## src/rtl/chunked_serial_adder.sv

```systemverilog
// chunked_serial_adder: multi-cycle WIDTH-bit adder that sums CHUNK bits per
// clock and ripples the carry through a register between slices, trading
// latency for a short carry path. Handshake is start/busy/done.
// Optional feature macro: CHUNKED_SERIAL_ADDER_OVF_EN adds the registered
// signed-overflow output "ovf".
module chunked_serial_adder #(
   parameter int WIDTH = 16,
   parameter int CHUNK = 4
) (
   input  logic             clk,
   input  logic             rst_n,
   input  logic             start,
   input  logic [WIDTH-1:0] a,
   input  logic [WIDTH-1:0] b,
   input  logic             cin,
   output logic             busy,
   output logic             done,
   output logic [WIDTH-1:0] sum,
`ifdef CHUNKED_SERIAL_ADDER_OVF_EN
   output logic             ovf,
`endif
   output logic             cout
);

   localparam int NCHUNK = WIDTH / CHUNK;
   localparam int IW     = (NCHUNK > 1) ? $clog2(NCHUNK) : 1;
   localparam logic [IW-1:0] LAST_IDX = IW'(NCHUNK - 1);

   // A width that does not split into whole slices cannot be built
   generate
      if ((CHUNK < 1) || (WIDTH % CHUNK != 0)) begin : g_bad_params
         $error("chunked_serial_adder: WIDTH must be a multiple of CHUNK");
      end
   endgenerate

   typedef enum logic [1:0] {
      IDLE,
      ADD,
      DONE
   } state_e;

   state_e           state_q, state_d;
   logic [WIDTH-1:0] opA_q, opA_d;
   logic [WIDTH-1:0] opB_q, opB_d;
   logic             carry_q, carry_d;
   logic [IW-1:0]    idx_q, idx_d;
   logic [WIDTH-1:0] work_q, work_d;
   logic [WIDTH-1:0] sum_q, sum_d;
   logic             cout_q, cout_d;
`ifdef CHUNKED_SERIAL_ADDER_OVF_EN
   logic             ovf_q, ovf_d;
`endif

   logic [CHUNK-1:0] sliceA;
   logic [CHUNK-1:0] sliceB;
   logic [CHUNK:0]   sliceTotal;
   logic [WIDTH-1:0] workMerged;

   // Add the current slice and build the work word with that slice inserted
   always_comb begin
      sliceA     = opA_q[idx_q*CHUNK +: CHUNK];
      sliceB     = opB_q[idx_q*CHUNK +: CHUNK];
      sliceTotal = {1'b0, sliceA} + {1'b0, sliceB} + {{CHUNK{1'b0}}, carry_q};
      workMerged = work_q;
      workMerged[idx_q*CHUNK +: CHUNK] = sliceTotal[CHUNK-1:0];
   end

   // Next-state logic: latch operands on start, step one slice per cycle,
   // publish the result only on the edge that finishes the last slice
   always_comb begin
      state_d = state_q;
      opA_d   = opA_q;
      opB_d   = opB_q;
      carry_d = carry_q;
      idx_d   = idx_q;
      work_d  = work_q;
      sum_d   = sum_q;
      cout_d  = cout_q;
`ifdef CHUNKED_SERIAL_ADDER_OVF_EN
      ovf_d   = ovf_q;
`endif
      case (state_q)
         IDLE: begin
            if (start) begin
               state_d = ADD;
               opA_d   = a;
               opB_d   = b;
               carry_d = cin;
               idx_d   = '0;
            end
         end
         ADD: begin
            work_d  = workMerged;
            carry_d = sliceTotal[CHUNK];
            idx_d   = idx_q + IW'(1);
            if (idx_q == LAST_IDX) begin
               state_d = DONE;
               idx_d   = '0;
               sum_d   = workMerged;
               cout_d  = sliceTotal[CHUNK];
`ifdef CHUNKED_SERIAL_ADDER_OVF_EN
               ovf_d   = (opA_q[WIDTH-1] == opB_q[WIDTH-1]) &&
                         (workMerged[WIDTH-1] != opA_q[WIDTH-1]);
`endif
            end
         end
         DONE: begin
            state_d = IDLE;
         end
         default: begin
            state_d = IDLE;
         end
      endcase
   end

   // State register; reset aborts any operation in flight
   always_ff @(posedge clk or negedge rst_n) begin
      if (!rst_n) begin
         state_q <= IDLE;
         opA_q   <= '0;
         opB_q   <= '0;
         carry_q <= 1'b0;
         idx_q   <= '0;
         work_q  <= '0;
         sum_q   <= '0;
         cout_q  <= 1'b0;
`ifdef CHUNKED_SERIAL_ADDER_OVF_EN
         ovf_q   <= 1'b0;
`endif
      end else begin
         state_q <= state_d;
         opA_q   <= opA_d;
         opB_q   <= opB_d;
         carry_q <= carry_d;
         idx_q   <= idx_d;
         work_q  <= work_d;
         sum_q   <= sum_d;
         cout_q  <= cout_d;
`ifdef CHUNKED_SERIAL_ADDER_OVF_EN
         ovf_q   <= ovf_d;
`endif
      end
   end

   assign busy = (state_q == ADD);
   assign done = (state_q == DONE);
   assign sum  = sum_q;
   assign cout = cout_q;
`ifdef CHUNKED_SERIAL_ADDER_OVF_EN
   assign ovf  = ovf_q;
`endif

endmodule

```

## config.mk

```make
export PLATFORM = sky130hd
export DESIGN_NAME = chunked_serial_adder
export DESIGN_NICKNAME = d
export VERILOG_FILES = /design/src/rtl/chunked_serial_adder.sv
export SDC_FILE = /design/constraint.sdc
export NUM_CORES = 1
export LEC_CHECK = 0
export ABC_AREA = 1
export BUFFER_PORTS_ARGS = -buffer_cell sky130_fd_sc_hd__clkbuf_2
export CAP_MARGIN = 30
export CORE_MARGIN = 10
export CORE_UTILIZATION = 30
export DETAILED_ROUTE_END_ITERATION = 8
export RECOVER_POWER = 25
export SLEW_MARGIN = 20
export SYNTH_ARGS = -nofsm -noshare
export SYNTH_HDL_FRONTEND = slang
export SYNTH_SLANG_ARGS = --single-unit
```

## constraint.sdc

```tcl
create_clock -name clk -period 7.4 [get_ports clk]
set_input_delay 0.37 -clock clk [delete_from_list [all_inputs] [get_ports clk]]
set_output_delay 0.37 -clock clk [all_outputs]
set_load 0.02 [all_outputs]
```

Word-level counts from Yosys, hierarchy flattened --
Cells that the tools add are included.
Cells by class: eq/ne operators 5, mux-type cells 9, reductions and logical operators 6, shift-type cells 4, $add $sub $neg 4
Operators with widths (count):
- $neg 4->34 | 1
- $shift 4x34->16 const A | 1
- $shiftx 4x34->16 | 1
- $shiftx 16x5->4 | 2
- $bwmux 16 | 1
- $mux 2 | 4
- $pmux 2 s2 | 2
- $reduce_and 2->1 | 4
- $add 4x4->5 | 1
- $add 5x1->5 | 1
- $eq 2x2->1 const B | 2
- $add 2x1->2 const B | 1
- $eq 2x1->1 const B | 1
- $logic_not 2->1 | 1
- $ne 2x1->1 const B | 1
- $ne 2x2->1 const B | 1
- $pmux 1 s2 | 1
- $reduce_bool 2->1 | 1
- $mux 1 | 1
Storage, ports and cells: input bits 36, register bits 70

Logic depth before layout (Yosys ltp) --
Gate-level depths: netlist of the first run.
depth in word-level cells 5, mapped depth 13, depth with buffers taken out 12

Worst setup path before layout of the first run --
No wires, ideal clock.
kind flip-flop to flip-flop, start register idx_q[1], end register sum_q[6], in the netlist sum[6], period minus slack after synthesis 2.446 ns, stages on the path, launching flop included 13, slack 4.954 ns, data required time 7.283 ns, data arrival time 2.330 ns, setup time 0.117 ns, path buffers 1, path through dfrtp_1 clkbuf_1 inv_1 o21ai_0 o22ai_1 fa_1 fa_1 xnor2_1 nor2_1 nand2_1 o21ai_1 nand2_1 nand2_1
Between the ends: cells in the longest elaborated chain, start to end 5, elaborated cells on any way between the ends 10
RTL lines:
- start, declared | line 46 | logic [IW-1:0] idx_q, idx_d;
- start signal, assigned | line 135 | idx_q <= idx_d;
- $shiftx 16x5->4 (on tied branches) | line 61, 62
- $add 4x4->5 | line 63 | sliceTotal = {1'b0, sliceA} + {1'b0, sliceB} + {{CHUNK{1'b0}}, carry_q};
- $add 5x1->5 | line 63
- $shiftx 4x34->16 | line 65 | workMerged[idx_q*CHUNK +: CHUNK] = sliceTotal[CHUNK-1:0];
- $bwmux 16 | line 65
- end signal, assigned | line 137 | sum_q <= sum_d;
- end, declared | line 48 | logic [WIDTH-1:0] sum_q, sum_d;
Several ways; a longest one is shown, not always the timed one. A chain may end at the register's enable or synchronous reset.

==> results of run 1 <==
-- power breakdown --
group | internal (mW) | leakage, nW | switching, mW
Clock | 0.125 | 0.0789 | 0.161
Combinational | 0.289 | 1.08 | 0.586
Sequential | 0.536 | 0.912 | 0.112
Total | 0.950 | 2.07 | 0.860
-- worst max-delay path by stage --
stage | startpoint | to | slack (ps)
floorplan | idx_q[1]$_DFFE_PN0P_ | sum[6]$_DFFE_PN0P_ | 4950
global placement | idx_q[0]$_DFFE_PN0P_ | work_q[14]$_DFFE_PN0P_ | 4310
detailed placement | idx_q[0]$_DFFE_PN0P_ | work_q[14]$_DFFE_PN0P_ | 4190
CTS | idx_q[0]$_DFFE_PN0P_ | work_q[6]$_DFFE_PN0P_ | 4170
global route | rst_n | sum[3]$_DFFE_PN0P_ | 2760
finish | rst_n | sum[3]$_DFFE_PN0P_ | 3500
-- through the flow --
| step | hold WS, ps | power [mW] | cell area [sq um] | util [%] | worst slack [ps] |
|---|---|---|---|---|---|
| finish | 195 | 1.81 | 3890 | 35.7 | 3500 |
| floorplan | 74.4 | 1.31 | 3340 | - | 4950 |
| global route | 193 | 1.99 | 3890 | 35.7 | 2760 |
| global placement | 456 | 1.51 | 3700 | 33.9 | 4310 |
| CTS | 184 | 1.82 | 3880 | 35.6 | 4170 |
| detailed placement | 458 | 1.53 | 3700 | 33.9 | 4190 |
-- layer usage --
layer	global-route usage [%]	share of wire, %
met5	0	0
met4	3.66	1.8
met3	3.72	5.9
met2	16.2	45
met1	13.2	48
-- layout make-up --
cell class | count | area, sq um | area share (%)
Sequential cell | 70 | 1750 | 45.1
Multi-Input combinational cell | 296 | 1380 | 35.5
Timing Repair Buffer | 57 | 288 | 7.41
Tap cell | 140 | 175 | 4.51
Clock buffer | 9 | 124 | 3.19
Inverter | 29 | 111 | 2.87
Clock inverter | 7 | 56.3 | 1.45
-- cell families after synthesis --
group | share of synthesized area (%)
compound gates | 9.02
xor+xnor | 0.262
fa+ha+maj | 4.56
simple gates | 27.4
flops | 52.4
buf+inv | 6.36
-- sequential cells by signal (all words and copies together), names as in the netlist --
register	cells
cout	1
work_q	16
opB_q	16
opA_q	16
state_q	2
sum	16
carry_q	1
idx_q	2
-- critical path: cells and delay by family --
kind / cells / cell delay [ps]
buffers and inverters: 4 / 3360
-- placed cells by master (no fill, tap or decap), drive strengths merged --
cell,synthesis,layout
xnor2,1,1
clkinvlp,0,4
a21oi,2,2
nor2,23,23
o32ai,2,2
o22ai,15,15
fa,2,2
buf,12,1
o31ai,1,1
o21ai,32,32
nand2,199,199
nand4,4,4
inv,29,32
nand3,5,5
dlygate4sd3,0,1
clkbuf,4,64
ha,9,9
o21bai,1,1
dfrtp,70,70
-- repair_timing --
item	CTS	global route
endpoints found under the hold margin	0	19
gates resized for setup	0	0
hold buffers	0	1
==> impl_metrics.env, run 1 <==
export IMPL_status="complete, but fails checks"
export IMPL_violations="capacitance limit, slew limit"
export IMPL_synth_top_area_share_pct=52.4
export IMPL_rsz0062_at_grt="no"
export IMPL_cp_slowest_cell="clkbuf_1"
export IMPL_hold_path_depth=3
export IMPL_synthFlopType="dfrtp_1"
export IMPL_drtAntennaViolNets=0
export IMPL_path_max_fanout=51
export IMPL_drv_slew=52
export IMPL_ys_warn_count=0
export IMPL_wirelength_mm=8.08
export IMPL_syn_nets=458
export IMPL_tritoncts="built"
export IMPL_place_inst=590
export IMPL_hold_viol_final=0
export IMPL_hold_start="a[11]"
export IMPL_drive_gt1_share_pct=17.3
export IMPL_fp_dieW_um=126
export IMPL_clockRootBuffer="clkbuf_8"
export IMPL_maxCapViolCount=1
export IMPL_synth_cell_types=27
export IMPL_n_fill_cell=1132
export IMPL_coreArea_sq_mm=0.0109
export IMPL_fin_tns_setup_ps=0
export IMPL_die_h_um=126
export IMPL_crit_chain="dlygate4sd3_1, buf_2, clkbuf_1, clkbuf_1"
export IMPL_leakage_nw=2.07
export IMPL_synthArstFlopShare_pct=100
export IMPL_min_to="opA_q[11]$_DFFE_PN0P_"
export IMPL_setup_worst_path_start_class="primary input"
export IMPL_synth_area_leaders="dfrtp_1 52%, nand2_1 22%, o21ai_0 3.6%, ha_1 3.4%, o22ai_1 2.8%"
export IMPL_rr_startpoint="idx_q[0]$_DFFE_PN0P_"
export IMPL_tightestPinTransition_ps=2720
export IMPL_synth_edf_count=0
export IMPL_worst_setup_path_type="in -> async"
export IMPL_synth_area_leader_cell="dfrtp_1"
export IMPL_ys_seq_area_share_pct=52.4
export IMPL_ir_drop_mv=0.212
export IMPL_vias=2778
export IMPL_viasPerCell=4.57
export IMPL_syn_area_sq_mm=0.00334
export IMPL_p_per_area_mw_per_mm2=466
export IMPL_routabilityCongestion=0.818
export IMPL_post_synth_top_count_cell="nand2_1"
export IMPL_antenna_found_initial=0
export IMPL_cp_arrival_ps=3780
export IMPL_slowest_delay_ps=1990
export IMPL_r2r_setup_slack_ps=4140
export IMPL_timing_fmax_ghz=0.257
export IMPL_rr_endpoint="work_q[6]$_DFFE_PN0P_"
export IMPL_instances_no_fill=608
export IMPL_h_tree_depth=3
export IMPL_ys_top_cells_by_count="198 x nand2_1, 70 x dfrtp_1, 24 x inv_1, 24 x o21ai_0, 20 x nor2_1"
export IMPL_numClockSinks=70
export IMPL_syn_to_final_growth_pct=16.2
export IMPL_syn_area_per_cell_sq_um=8.14
export IMPL_grt_pass1_vias=2851
export IMPL_drc_errors=0
export IMPL_grt_max_degree=71
export IMPL_cts_buffer_depth=2
export IMPL_max_slew_margin_rel_pct=-81.2
export IMPL_period_share_pct=52.6
export IMPL_end_kind="asynchronous set/reset pin"
export IMPL_netlist_instances=411
export IMPL_synth_seq_cells=70
export IMPL_row_count=38
export IMPL_num_io_pins=55
export IMPL_num_antenna_cells=0
export IMPL_required_ps=7280
export IMPL_postCtsSetupRepairBufs=0
export IMPL_min_path_type="in -> reg"
export IMPL_setup_violations=0
export IMPL_final_net_count=510
export IMPL_gr_total_overflow=0
export IMPL_dp_hpwl_mm=5.73
export IMPL_cp_common_cell="clkbuf_1"
export IMPL_path_clk_slew_ps=90
export IMPL_cts_made_buffers=9
export IMPL_grt_pass1_wl_mm=13.8
export IMPL_worstRegToRegCells=11
export IMPL_period_needed_ps=3900
export IMPL_start_util_pct=30.7
export IMPL_firstDrtPassIters=4
export IMPL_post_drt_wl_per_cell_um=13.3
export IMPL_clock_latency_ps=360
export IMPL_grt_usage_pct=10.5
export IMPL_die_area_sq_mm=0.0158
export IMPL_drtIter0Drc=218
export IMPL_fin_skew_ps=14.2
export IMPL_portBuffers=54
(Power assumes the default switching activity.)
==> inputs of run 2 (changes only) <==
- clock period: 7.4 -> 3.2 ns (I/O delays scaled with it)
==> impl_metrics.env, run 2 (synthesis gave the netlist of run 1 again) <==
export IMPL_status="completed"
export IMPL_start_util_pct=30.7
export IMPL_cp_arrival_ps=2950
export IMPL_hold_viol_final=0
export IMPL_row_count=38
export IMPL_cts_buffer_depth=2
export IMPL_hold_start="a[13]"
export IMPL_rr_startpoint="idx_q[1]$_DFFE_PN0P_"
export IMPL_setup_violations=0
export IMPL_numClockSinks=70
export IMPL_final_net_count=521
export IMPL_period_share_pct=84.8
export IMPL_drc_errors=0
export IMPL_num_io_pins=55
export IMPL_clock_latency_ps=350
export IMPL_ir_drop_mv=0.309
export IMPL_r2r_setup_slack_ps=490
export IMPL_wirelength_mm=8.41
export IMPL_grt_pass1_vias=2837
export IMPL_fin_util_pct=36.6
export IMPL_post_drt_wl_per_cell_um=13.6
export IMPL_final_cell_mix="198 x nand2_1, 70 x dfrtp_1, 50 x clkbuf_2, 24 x o21ai_0, 24 x inv_1"
export IMPL_syn_to_final_growth_pct=19.0
export IMPL_fin_tns_setup_ps=0
export IMPL_timing_fmax_ghz=0.368
export IMPL_h_tree_depth=3
export IMPL_tritoncts="built"
export IMPL_drv_slew=0
export IMPL_seqCellArea_sq_mm=0.00175
export IMPL_rsz0062_at_grt="no"
export IMPL_setup_worst_path_start_class="flip-flop"
export IMPL_die_area_sq_mm=0.0158
export IMPL_routabilityCongestion=0.853
export IMPL_dp_hpwl_mm=6.24
export IMPL_cts_made_buffers=9
export IMPL_num_antenna_cells=0
export IMPL_vias=2846
export IMPL_clockRootBuffer="clkbuf_8"
export IMPL_viasPerCell=4.60
export IMPL_mostFrequentLayoutCell="nand2_1"
export IMPL_p_per_area_mw_per_mm2=1050
export IMPL_drtAntennaViolNets=0
export IMPL_crit_start="idx_q[1]$_DFFE_PN0P_"
export IMPL_grt_usage_pct=10.8
export IMPL_grt_pass1_wl_mm=14.3
export IMPL_period_needed_ps=2710
export IMPL_multi_input_area_sq_mm=0.00138
export IMPL_fp_dieW_um=126
export IMPL_end_kind="flip-flop"
export IMPL_fin_skew_ps=9.36
export IMPL_maxCapViolCount=0
export IMPL_tightestPinTransition_ps=1420
export IMPL_portBuffers=54
export IMPL_drtIter0Drc=194
export IMPL_drive_gt1_share_pct=16.1
export IMPL_max_slew_margin_rel_pct=5.10
export IMPL_grt_max_degree=36
export IMPL_firstDrtPassIters=4
export IMPL_worst_setup_path_type="reg -> reg"
export IMPL_ctsResizeCount=0
export IMPL_coreArea_sq_mm=0.0109
export IMPL_leakage_nw=2.11
export IMPL_min_path_type="in -> reg"
export IMPL_die_h_um=126
export IMPL_path_clk_slew_ps=70
export IMPL_n_fill_cell=1153
export IMPL_gr_total_overflow=0
export IMPL_antenna_found_initial=0
export IMPL_path_max_fanout=13
export IMPL_required_ps=3440
run 2: changes by cell type in the layout (fill, tap and decap cells not counted):
cell	delta
clkinv_2	+3
clkbuf_2	-3
clkbuf_8	+1
buf_2	-1
buf_4	+2
clkbuf_1	+5
clkinvlp_4	-3
inv_6	-3
dlygate4sd3_1	+10
run 2: what timing repair did:
| action | in CTS | in global routing |
|---|---|---|
| endpoints found under the setup margin | 0 | 0 |
| buffers inserted | 0 | 0 |
| hold endpoints to repair | 20 | 0 |
| hold buffers | 11 | 0 |
run 2: layout make-up:
| type | instances | area share [%] |
|---|---|---|
| Timing Repair Buffer | 68 | 9.90 |
| Multi-Input combinational cell | 296 | 34.7 |
| Tap cell | 140 | 4.40 |
| Inverter | 29 | 2.80 |
| Sequential cell | 70 | 44.0 |
| Clock inverter | 4 | 0.566 |
| Clock buffer | 12 | 3.65 |
run 2: path summary, 6_finish.rpt:
path                                    endpoint  cells past startpoint
min                        opA_q[13]$_DFFE_PN0P_                      3
max                        work_q[6]$_DFFE_PN0P_                     11
min in group asynchronous    sum[12]$_DFFE_PN0P_                      2
min reg2reg                  sum[10]$_DFFE_PN0P_                      2
max in group asynchronous   opB_q[2]$_DFFE_PN0P_                      3
max reg2reg                work_q[6]$_DFFE_PN0P_                     11
run 2: power breakdown:
group	switching (mW)	total, mW	internal [mW]
logic	1.37	2.05	0.682
clock network	0.323	0.622	0.299
registers	0.241	1.48	1.24
run 2: stage by stage:
stage	total power [mW]	std cells	hold slack, ps	area, sq um	setup slack, ps
after floorplan	3.03	411	-136	3340	754
after global placement	3.50	592	46.9	3710	624
after detailed placement	3.58	592	54.5	3710	512
after CTS	4.22	619	0.820	3990	499
after global routing	4.57	619	9.68	3980	272
final	4.16	619	11.5	3980	485
run 2: per-layer routing:
layer	share of wire (%)	GRT usage, %	wire [um]	up-vias
met5	0	0	0	-
met4	1.2	3.12	97	0
met3	5.8	3.63	487	10
met2	47	16.9	3940	66
met1	46	13.8	3890	1349
li1	-	-	-	1421
run 2: worst max-delay path: stages (launching register included):
cell and delay (ps):
dfrtp_1 550, inv_1 240, o21ai_0 140, o22ai_1 120
fa_1 450, fa_1 430, xnor2_1 320, nor2_1 70
nand2_1 90, o21ai_1 80, nand2_1 70, nand2_1 60
==> inputs of run 3 (changes only) <==
- clock period: 3.2 -> 2.24 ns (I/O delays scaled with it)
==> impl_metrics.env, run 3 (synthesis gave the netlist of run 1 again) <==
export IMPL_r2r_setup_slack_ps=-3
export IMPL_n_fill_cell=1117
export IMPL_post_drt_wl_per_cell_um=13.1
export IMPL_tightestPinTransition_ps=1320
export IMPL_cp_common_cell="fa_2"
export IMPL_setup_ws_ps=-3.08
export IMPL_syn_to_final_growth_pct=33.6
export IMPL_rsz0062_at_grt="yes"
export IMPL_tritoncts="built"
export IMPL_timing_fmax_ghz=0.446
export IMPL_hold_path_depth=3
export IMPL_gr_total_overflow=0
export IMPL_setup_worst_path_start_class="flip-flop"
export IMPL_antenna_found_initial=0
export IMPL_firstDrtPassIters=4
export IMPL_path_max_fanout=6
export IMPL_wirelength_mm=8.63
export IMPL_end_kind="flip-flop"
export IMPL_violations="setup timing"
export IMPL_worst_setup_path_type="reg -> reg"
export IMPL_setup_violations=1
export IMPL_drive_gt1_share_pct=22.6
export IMPL_grt_pass1_wl_mm=14.9
export IMPL_viasPerCell=4.49
export IMPL_fin_skew_ps=6.83
export IMPL_required_ps=2510
export IMPL_drv_slew=0
export IMPL_die_area_sq_mm=0.0158
export IMPL_worstRegToRegCells=9
export IMPL_cp_arrival_ps=2520
export IMPL_dp_hpwl_mm=6.24
export IMPL_start_util_pct=30.7
export IMPL_drc_errors=0
export IMPL_place_inst=607
export IMPL_status="complete, but fails checks"
export IMPL_mostFrequentLayoutCell="nand2_1"
export IMPL_min_path_type="in -> reg"
export IMPL_vias=2954
export IMPL_cp_slowest_cell="fa_2"
export IMPL_rr_endpoint="work_q[9]$_DFFE_PN0P_"
export IMPL_cts_made_buffers=9
export IMPL_grt_max_degree=36
export IMPL_critPathBufInv=2
export IMPL_grt_usage_pct=11.2
export IMPL_clock_latency_ps=350
export IMPL_cts_buffer_depth=2
export IMPL_ir_drop_mv=0.633
export IMPL_drtAntennaViolNets=0
export IMPL_row_count=38
export IMPL_hold_start="cin"
export IMPL_final_cell_mix="196 x nand2_1, 68 x dfrtp_1, 45 x clkbuf_2, 33 x dlygate4sd3_1, 22 x inv_1"
export IMPL_rr_startpoint="idx_q[0]$_DFFE_PN0P_"
export IMPL_period_share_pct=100
export IMPL_h_tree_depth=3
export IMPL_maxCapViolCount=0
export IMPL_coreArea_sq_mm=0.0109
export IMPL_instances_no_fill=658
export IMPL_portBuffers=54
export IMPL_hold_viol_final=0
export IMPL_drtIter0Drc=160
export IMPL_period_needed_ps=2240
export IMPL_min_to="carry_q$_DFFE_PN0P_"
export IMPL_path_clk_slew_ps=70
export IMPL_final_net_count=562
export IMPL_grt_pass1_vias=3131
export IMPL_die_h_um=126
export IMPL_leakage_nw=2.31
export IMPL_path_depth=9
export IMPL_fp_dieW_um=126
export IMPL_p_per_area_mw_per_mm2=1530
export IMPL_crit_chain="buf_6, nor2_4, o22ai_2, fa_2, fa_2, inv_2, o32ai_2, nand2_1, o21ai_1"
export IMPL_crit_family="adder cells"
export IMPL_numClockSinks=70
export IMPL_clockRootBuffer="clkbuf_8"
export IMPL_max_slew_margin_rel_pct=12.0
export IMPL_routabilityCongestion=0.807
export IMPL_holdWs_ps=104
export IMPL_num_io_pins=55
export IMPL_num_antenna_cells=0
export IMPL_slowest_delay_ps=570
-- run 3: cell count changes in the layout (fill, tap and decap cells not counted), moves of 4 or more --
cell,previous run,this run
buf_4,2,19
clkbuf_1,7,11
clkbuf_2,50,45
dlygate4sd3_1,11,33
o21ai_0,24,17
o21ai_2,0,7
o22ai_1,15,8
o22ai_2,0,6
-- run 3: how the worst max path moves through the flow --
stage	startpoint	to	slack, ps
2_1_floorplan	idx_q[0]$_DFFE_PN0P_	work_q[9]$_DFFE_PN0P_	-9
3_3_place_gp	idx_q[0]$_DFFE_PN0P_	work_q[14]$_DFFE_PN0P_	10
3_5_place_dp	idx_q[0]$_DFFE_PN0P_	work_q[14]$_DFFE_PN0P_	-80
4_1_cts	idx_q[0]$_DFFE_PN0P_	work_q[14]$_DFFE_PN0P_	-5
5_1_grt	idx_q[0]$_DFFE_PN0P_	work_q[14]$_DFFE_PN0P_	-170
6_report	idx_q[0]$_DFFE_PN0P_	work_q[9]$_DFFE_PN0P_	-3
-- run 3: layout make-up --
cell class / instances / area, sq um / share of cell area [%]
flip-flops and latches: 70 / 1750 / 39.2
well taps: 140 / 175 / 3.92
repair buffers: 109 / 762 / 17.0
multi-input cells: 296 / 1510 / 33.8
inverters: 29 / 114 / 2.55
clock buffers: 12 / 145 / 3.25
clock inverters: 2 / 10.0 / 0.224
-- run 3: stage by stage --
step / power, mW / TNS [ps] / cell area, sq um / worst slack (ps) / utilization [%]
finish: 6.85 / -3.08 / 4470 / -3.08 / 41.0
global route: 7.48 / -1510 / 4470 / -165 / 41.0
CTS: 6.52 / -9.09 / 4410 / -4.78 / 40.5
detailed placement: 5.45 / -716 / 3860 / -79.4 / 35.5
global placement: 5.37 / 0 / 3860 / 10.9 / 35.5
floorplan: 4.48 / -33.0 / 3380 / -8.54 / -
-- run 3: power breakdown --
part	leakage, nW	internal [mW]	switching, mW
Clock	0.0821	0.417	0.447
Combinational	1.32	1.55	2.32
Sequential	0.909	1.78	0.332
Total	2.31	3.75	3.10
-- run 3: timing repair --
item | CTS | global route
gates resized for setup | 12 | 18
endpoints found under the setup margin | 14 | 25
buffers inserted | 3 | 1
endpoints found under the hold margin | 55 | 0
pin swaps | 1 | 3
hold buffers | 33 | 0
-- run 3: per-layer routing --
layer	wire, um	GRT usage [%]	up-vias
li1	-	-	1509
met1	3970	13.9	1374
met2	4120	18.3	60
met3	430	3.25	11
met4	105	3.86	0
met5	0	0	-
-- run 3: worst reg2reg max path, delay by kind of cell, from the launching register on --
family | cells | cell delay (ps)
DFF | 1 | 460
adders and majority gates | 2 | 940
buffers and inverters | 2 | 210
and+or+nand+nor | 2 | 170
AOI/OAI and AO/OA | 3 | 380
